--- config.mk ---
export PLATFORM = sky130hd
export DESIGN_NAME = serial_eq_sequencer_flat
export DESIGN_NICKNAME = d
export VERILOG_FILES = /design/src/rtl/serial_eq_sequencer_if.sv /design/src/rtl/serial_eq_sequencer.sv /design/src/flat_wrapper.sv
export SDC_FILE = /design/constraint.sdc
export NUM_CORES = 1
export LEC_CHECK = 0
export CAP_MARGIN = 10
export CORE_UTILIZATION = 35
export CTS_BUF_LIST = sky130_fd_sc_hd__clkbuf_4
export CTS_CLUSTER_DIAMETER = 120
export DETAILED_ROUTE_END_ITERATION = 10
export GPL_TIMING_DRIVEN = 0
export PLACE_DENSITY_LB_ADDON = 0.2
export SLEW_MARGIN = 20
export SYNTH_ARGS = -nofsm -noshare
export SYNTH_HDL_FRONTEND = slang
export SYNTH_SLANG_ARGS = --single-unit
export TNS_END_PERCENT = 5
--- constraint.sdc ---
create_clock -name clk -period 2.6 [get_ports clk]
set_clock_uncertainty 0.1 [all_clocks]
set_input_delay 0.78 -clock clk [delete_from_list [all_inputs] [get_ports clk]]
set_output_delay 0.78 -clock clk [all_outputs]
set_load 0.05 [all_outputs]
--- src/rtl/serial_eq_sequencer_if.sv ---
// Request/result bundle for serial_eq_sequencer: compare command in, wide equality result out.
interface serial_eq_sequencer_if #(
    parameter int WIDTH = 8
);
    localparam int N  = WIDTH / 2;
    localparam int IW = (N > 1) ? $clog2(N) : 1;

    logic             start_valid;
    logic             start_ready;
    logic [WIDTH-1:0] op_a;
    logic [WIDTH-1:0] op_b;
    logic             res_valid;
    logic             res_ready;
    logic             res_eq;
    logic [IW-1:0]    res_idx;
    logic             busy;

    modport master (
        output start_valid, op_a, op_b, res_ready,
        input  start_ready, res_valid, res_eq, res_idx, busy
    );

    modport slave (
        input  start_valid, op_a, op_b, res_ready,
        output start_ready, res_valid, res_eq, res_idx, busy
    );
endinterface

--- src/rtl/serial_eq_sequencer.sv ---
// Walks one 2-bit equality slice across a WIDTH-bit operand pair, LSB slice first.
// Optional macro SERIAL_EQ_EARLY_EXIT_EN: stop scanning at the first mismatching slice.
//
// state | meaning
// IDLE  | ready for a request, last result held
// RUN   | comparing slice k of the captured operands
// DONE  | result presented until the consumer takes it
module serial_eq_sequencer #(
    parameter int WIDTH = 8
) (
    input  logic                  clk,
    input  logic                  rst_n,
    serial_eq_sequencer_if.slave  bus
);
    localparam int N  = WIDTH / 2;
    localparam int IW = (N > 1) ? $clog2(N) : 1;

    typedef enum logic [1:0] {
        ST_IDLE,
        ST_RUN,
        ST_DONE
    } state_t;

    state_t           r_state;
    state_t           w_state_nxt;
    logic [WIDTH-1:0] r_a;
    logic [WIDTH-1:0] r_b;
    logic [IW-1:0]    r_k;
    logic             r_eq_acc;
    logic             r_mism;
    logic             r_res_eq;
    logic [IW-1:0]    r_res_idx;

    logic [1:0]       w_slice_a;
    logic [1:0]       w_slice_b;
    logic             w_slice_eq;
    logic             w_last_slice;
    logic             w_run_done;
    logic             w_accept;

    assign w_slice_a    = 2'(r_a >> {r_k, 1'b0});
    assign w_slice_b    = 2'(r_b >> {r_k, 1'b0});
    assign w_slice_eq   = (w_slice_a == w_slice_b);
    assign w_last_slice = (r_k == IW'(N - 1));
    assign w_accept     = (r_state == ST_IDLE) && bus.start_valid;

`ifdef SERIAL_EQ_EARLY_EXIT_EN
    assign w_run_done = w_last_slice || !w_slice_eq;
`else
    assign w_run_done = w_last_slice;
`endif

    always_ff @(posedge clk) begin
        if (!rst_n) begin
            r_state <= ST_IDLE;
        end else begin
            r_state <= w_state_nxt;
        end
    end

    always_comb begin
        w_state_nxt     = r_state;
        bus.start_ready = 1'b0;
        bus.res_valid   = 1'b0;
        bus.busy        = 1'b0;
        case (r_state)
            ST_IDLE: begin
                bus.start_ready = 1'b1;
                if (bus.start_valid) begin
                    w_state_nxt = ST_RUN;
                end
            end
            ST_RUN: begin
                bus.busy = 1'b1;
                if (w_run_done) begin
                    w_state_nxt = ST_DONE;
                end
            end
            ST_DONE: begin
                bus.busy      = 1'b1;
                bus.res_valid = 1'b1;
                if (bus.res_ready) begin
                    w_state_nxt = ST_IDLE;
                end
            end
            default: begin
                w_state_nxt = ST_IDLE;
            end
        endcase
    end

    // Result registers only move on acceptance or during RUN, so they hold through DONE and IDLE.
    always_ff @(posedge clk) begin
        if (!rst_n) begin
            r_a       <= '0;
            r_b       <= '0;
            r_k       <= '0;
            r_eq_acc  <= 1'b0;
            r_mism    <= 1'b0;
            r_res_eq  <= 1'b0;
            r_res_idx <= '0;
        end else if (w_accept) begin
            r_a       <= bus.op_a;
            r_b       <= bus.op_b;
            r_k       <= '0;
            r_eq_acc  <= 1'b1;
            r_mism    <= 1'b0;
            r_res_eq  <= 1'b0;
            r_res_idx <= '0;
        end else if (r_state == ST_RUN) begin
            r_eq_acc <= r_eq_acc & w_slice_eq;
            if (!w_slice_eq && !r_mism) begin
                r_res_idx <= r_k;
                r_mism    <= 1'b1;
            end
            if (w_run_done) begin
                r_res_eq <= r_eq_acc & w_slice_eq;
            end else begin
                r_k <= r_k + IW'(1);
            end
        end
    end

    assign bus.res_eq  = r_res_eq;
    assign bus.res_idx = r_res_idx;
endmodule

--- src/flat_wrapper.sv ---
// flat-port wrapper written by rule: the top's interface ports become plain ports
module serial_eq_sequencer_flat 
#(
    parameter int WIDTH = 8
)
  (clk, rst_n, bus_start_valid, bus_op_a, bus_op_b, bus_res_ready, bus_start_ready, bus_res_valid, bus_res_eq, bus_res_idx, bus_busy);
  serial_eq_sequencer_if #(.WIDTH(WIDTH)) bus_i ();
  input  logic clk;
  input  logic rst_n;
  input wire logic [$bits(bus_i.start_valid)-1:0] bus_start_valid;
  input wire logic [$bits(bus_i.op_a)-1:0] bus_op_a;
  input wire logic [$bits(bus_i.op_b)-1:0] bus_op_b;
  input wire logic [$bits(bus_i.res_ready)-1:0] bus_res_ready;
  output wire logic [$bits(bus_i.start_ready)-1:0] bus_start_ready;
  output wire logic [$bits(bus_i.res_valid)-1:0] bus_res_valid;
  output wire logic [$bits(bus_i.res_eq)-1:0] bus_res_eq;
  output wire logic [$bits(bus_i.res_idx)-1:0] bus_res_idx;
  output wire logic [$bits(bus_i.busy)-1:0] bus_busy;
  assign bus_i.start_valid = bus_start_valid;
  assign bus_i.op_a = bus_op_a;
  assign bus_i.op_b = bus_op_b;
  assign bus_i.res_ready = bus_res_ready;
  assign bus_start_ready = bus_i.start_ready;
  assign bus_res_valid = bus_i.res_valid;
  assign bus_res_eq = bus_i.res_eq;
  assign bus_res_idx = bus_i.res_idx;
  assign bus_busy = bus_i.busy;
  serial_eq_sequencer #(.WIDTH(WIDTH)) u_core (.clk(clk), .rst_n(rst_n), .bus(bus_i));
endmodule
### Yosys cells after proc, flatten, opt, wreduce, memory -nomap -nowiden

Index checks and enable logic that the tools add are counted.

| storage, ports and cells | value |
|---|---|
| register bits | 25 |
| input port bits | 20 |
| output and inout bits | 6 |
| word-level logic and storage cells | 42 |

| operators by class | value |
|---|---|
| $add $sub $neg | 1 |
| equality and inequality tests | 7 |
| shift operators | 2 |
| multiplexer cells | 9 |
| bitwise operators | 3 |
| reduce and logical (&&, ||, !) cells | 12 |

Operators with widths:

| cell | number |
|---|---|
| 8-bit by 3-bit right shift with 2-bit output | 2 |
| 2-bit 2-to-1 mux | 3 |
| 2-bit case mux with 3 select lines | 1 |
| 2-bit AND reduction | 3 |
| 1-bit 2-to-1 mux | 5 |
| 2-bit equality test (second input constant) | 2 |
| 2-bit != test (second input constant) | 2 |
| 2-bit OR reduction | 2 |
| 3-bit AND reduction | 1 |
| 2-bit by 1-bit adder with 2-bit output (second input constant) | 1 |
| 2-bit by 1-bit equality test with 1-bit output (second input constant) | 1 |
| 2-bit equality test | 1 |
| 1-bit logical AND | 2 |
| 1-bit logical NOT | 2 |
| 2-bit logical NOT | 1 |
| 2-bit by 1-bit != test with 1-bit output (second input constant) | 1 |
| 1-bit inverter | 2 |
| 2-bit nonzero test | 1 |
| 1-bit bitwise AND | 1 |

### Logic depth before layout (Yosys ltp)

| depth | value |
|---|---|
| depth in word-level cells | 5 |
| mapped depth | 7 |
| gate-level depth less buffers | 7 |

### Worst setup path after synthesis

No wires, ideal clock.

| path | value |
|---|---|
| path kind | register to register |
| start | register u_core.r_state[0] |
| end | register u_core.r_res_idx[0] (netlist: u_core.bus.res_idx[0]) |
| setup time | 116 ps |
| data arrival time | 1,711 ps |
| data required time | 2,384 ps |
| path slack | 673 ps |
| stages on the path, launching flop included | 8 |
| path buffers | 0 |
| clock period less this slack | 1,927 ps |
| path through | dfxtp_1 -> inv_1 -> ha_1 -> nand2_1 -> and2_1 -> nand2_1 -> a21oi_1 -> a41o_1 |

| between the ends | value |
|---|---|
| cells in the longest elaborated chain, start to end | 3 |
| elaborated cells on any way between the ends | 5 |
| classes of those cells | eq/ne (1); reduce/logical (4) |

RTL lines:

| element | line | RTL |
|---|---|---|
| start: declaration | serial_eq_sequencer.sv:24 | `state_t r_state;` |
| start signal: assignment | serial_eq_sequencer.sv:57 | `r_state <= w_state_nxt;` |
| 2-bit logical NOT | serial_eq_sequencer.sv:45 | `assign w_accept = (r_state == ST_IDLE) && bus.start_valid;` |
| 1-bit logical AND | serial_eq_sequencer.sv:45 |  |
| 2-bit OR reduction (no source line) | - |  |
| end signal: assignment | serial_eq_sequencer.sv:113 | `r_res_idx <= r_k;` |
| end: declaration | serial_eq_sequencer.sv:32 | `logic [IW-1:0] r_res_idx;` |

Parallel ways exist; a longest one is shown, timed or not.
A chain may end at the register's enable or synchronous reset.

### Worst setup path after layout

| path | value |
|---|---|
| start | register u_core.r_state[1] |
| end | output port bus_busy |

| between the ends | value |
|---|---|
| cells in the longest elaborated chain, start to end | 3 |
| elaborated cells on any way between the ends | 4 |
| classes of those cells | eq/ne (2); mux (1); reduce/logical (1) |

RTL lines:

| element | line | RTL |
|---|---|---|
| 2-bit equality test / 2-bit by 1-bit equality test with 1-bit output (equally long branches) | serial_eq_sequencer.sv:66 | `case (r_state)` |
| 2-bit OR reduction (no source line) (*) | - |  |
| 1-bit 2-to-1 mux (*) | serial_eq_sequencer.sv:66 |  |
| end: declaration | flat_wrapper.sv:18 | `output wire logic [$bits(bus_i.busy)-1:0] bus_busy;` |

Mark *: on every way between the ends. The rest lies on a longest branch, timed or not.

==> flow_summary.ini <==
[global_routing]
grt_pass1_wl_um = 4000
grt_max_degree = 14
grt_pass1_vias = 921
antenna_found_initial = 0
grt-ovfl-total = 0
grt_use_total_pct = 15.3

[floorplanning]
coreArea_sq_um = 3100
die_area_sq_um = 3530
chipWidth_um = 59.4
pin_count = 26
dieHeight_um = 59.4
initial_core_util_pct = 37.2
row_count = 20

[sta]
fmax_ghz = 0.406
slew_headroom_pct = 67.2
maxSlewViolCount = 0
setup_ws_ns = 0.138
finalSetupTns_ns = 0
min_period_ns = 2.46
rsz0062_at_grt = no
setup_viol = 0
fin_crit_sh_pct = 94.7
hold_viol_final = 0
worstMarginPinSlew_ns = 0.490

[logic_synthesis]
ys_types = 28
synth-main-ff-cell = dfxtp_1
netlist_top_cells_area = dfxtp_1 43%, nand2_1 12%, a21boi_0 10%
netlist.area_leader.share_pct = 43.3
syn_area_per_cell_sq_um = 8.49
seq_area_frac_synth_pct = 43.3
synth_edf_count = 0
ys_ff_latch = 25
synth_largest_area_cell = dfxtp_1
yosysWarnings = 0
netlist_instances = 136
syn_area_sq_um = 1150
async_flop_share_pct = 0
syn-num-nets = 161

[clock_tree]
tritoncts = yes
cts_resized = 3
root_buffer = clkbuf_4
worstSkewPairLatency_ns = 0.32
htreeDepth = 1
cts_setup_buffers = 0
cts.clk_slew.worst_paths_ns = 0.13
cts_hold_buf = 0
clkSinkCount = 25
cts_buffers = 3
clock_path_buffers = 2

[placed_design]
port_buffers = 25
dp_cells = 205
dp_slack_ns = 0.213
place_hpwl_um = 1790
gp_congestion = 0.769

[power]
switching_share_pct = 30.1
internal_power_uw = 570
pwr-share-seq_pct = 52.8
p_leak_uw = 0.000587
p_comb_share_pct = 24.8
power_uw = 816
max-vdd-ir-drop_v = 0.000296
p_per_area_nw_per_um2 = 549
pwr-share-clk_pct = 22.4
power.switching_uw = 246

[drt]
drc = 0
drt-initial-drc-count = 19
routed_wl_um = 2290
vias = 974
ant_nets = 0
wl_per_cell_um = 11.0
viasPerCell = 4.66
first_pass_iters = 4

[setup_path]
end_kind = primary output
reg2reg_slack_ns = 0.86
cp_top_family = buffers and inverters
worst-path-buf-inv = 2
path_class = flip-flop to primary output
crit_arrival_ns = 1.58
cpPeakStageDelay_ns = 0.52
critPathSlowestCell = dlygate4sd2_1
crit_path_start_kind = flip-flop
cp_data_required_time_ns = 1.72
critPathMaxFanout = 3
crit_chain = inv_1 > ha_1 > dlygate4sd2_1

[final_layout]
fin_nets = 191
drive_above_1_share_pct = 6.67
n_antenna_cell = 0
layout_common_cells = 37 x nand2_1, 25 x dfxtp_1, 22 x clkdlybuf4s50_1
stdcell_count = 209
area_delta_synth_final_pct = 28.7
layout_commonest_cell = nand2_1

[run_status]
status = complete, no violations

[run]
drv_cap = 0

[min_path]
hold_class = flip-flop to flip-flop
[flip-flops by register name, indices dropped and copies added (netlist names)]
register and flops:
u_core.r_eq_acc 1, u_core.r_mism 1, u_core.r_b 8, u_core.r_k 2, u_core.r_state 2, u_core.bus.res_eq 1, u_core.bus.res_idx 2, u_core.r_a 8
[cells in the mapped netlist, types with 2 or more instances]
library cell   n
o21ai_0        3
nor2_1         6
xnor2_1        5
a21oi_1        5
o31ai_2        2
nand2_1       37
nor2b_1        2
clkbuf_1       2
a21boi_0      16
and2_1         2
xor2_1         4
buf_2          3
ha_1           5
inv_1          6
dfxtp_1       25
[final cells by class]
class | count | area (sq um)
Buffer | 5 | 22.5
Timing Repair Buffer | 25 | 246
Clock buffer | 4 | 30.0
Sequential cell | 25 | 500
Inverter | 6 | 22.5
Fill cell | 326 | 1620
Tap cell | 44 | 55.1
Multi-Input combinational cell | 100 | 609
[per-stage QoR]
| stage | cell area (sq um) | util, % | hold WS (ns) |
|---|---|---|---|
| 6_report | 1490 | 47.9 | 0.365 |
| 3_5_place_dp | 1460 | 47.1 | 0.349 |
| 5_1_grt | 1490 | 47.9 | 0.387 |
| 2_1_floorplan | 1150 | - | 0.350 |
| 4_1_cts | 1490 | 47.9 | 0.367 |
| 3_3_place_gp | 1460 | 47.1 | 0.345 |
[worst register-to-register path: cells and delay by family, from the launching register on]
kind,cells,cell delay [ns]
compound gates,1,0.14
fa+ha+maj,1,0.24
simple gates,2,0.44
buf+inv,2,0.40
flops,1,0.38
[cells by family after synthesis]
| kind of cell | share of synthesized area (%) |
|---|---|
| adder cells (fa/ha/maj) | 5.42 |
| flip-flops | 43.3 |
| AND/OR/NAND/NOR | 19.7 |
| AO/OA/AOI/OAI | 20.8 |
| XOR/XNOR | 6.83 |
| buffers and inverters | 3.90 |
[path summary, 6_finish.rpt]
check / start / endpoint / depth (start not counted)
worst max-delay path: u_core.r_state[1] / bus_busy / 3
worst min-delay path: u_core.bus.res_eq / u_core.bus.res_eq / 2
worst max register to register: u_core.r_state[0] / u_core.bus.res_idx[1] / 6
worst min register to register: u_core.bus.res_eq / u_core.bus.res_eq / 2
[power groups by stage]
| stage | logic [uW] | clock network, uW | registers, uW |
|---|---|---|---|
| 2_1_floorplan | 139 | 0 | 436 |
| 3_3_place_gp | 201 | 0 | 439 |
| 3_5_place_dp | 208 | 0 | 440 |
| 4_1_cts | 205 | 189 | 431 |
| 5_1_grt | 227 | 202 | 434 |
| 6_report | 202 | 183 | 431 |
[per-layer routing]
metal  up-vias  global-route usage, %  part of all wire, %
met1       445                   18.0                   45
met4         0                   4.08                 0.92
met5         -                      0                    0
met2        18                   27.3                   50
met3         4                   3.93                  3.5
li1        507                      -                    -
Note: power is estimated with default switching activity, not from simulation.
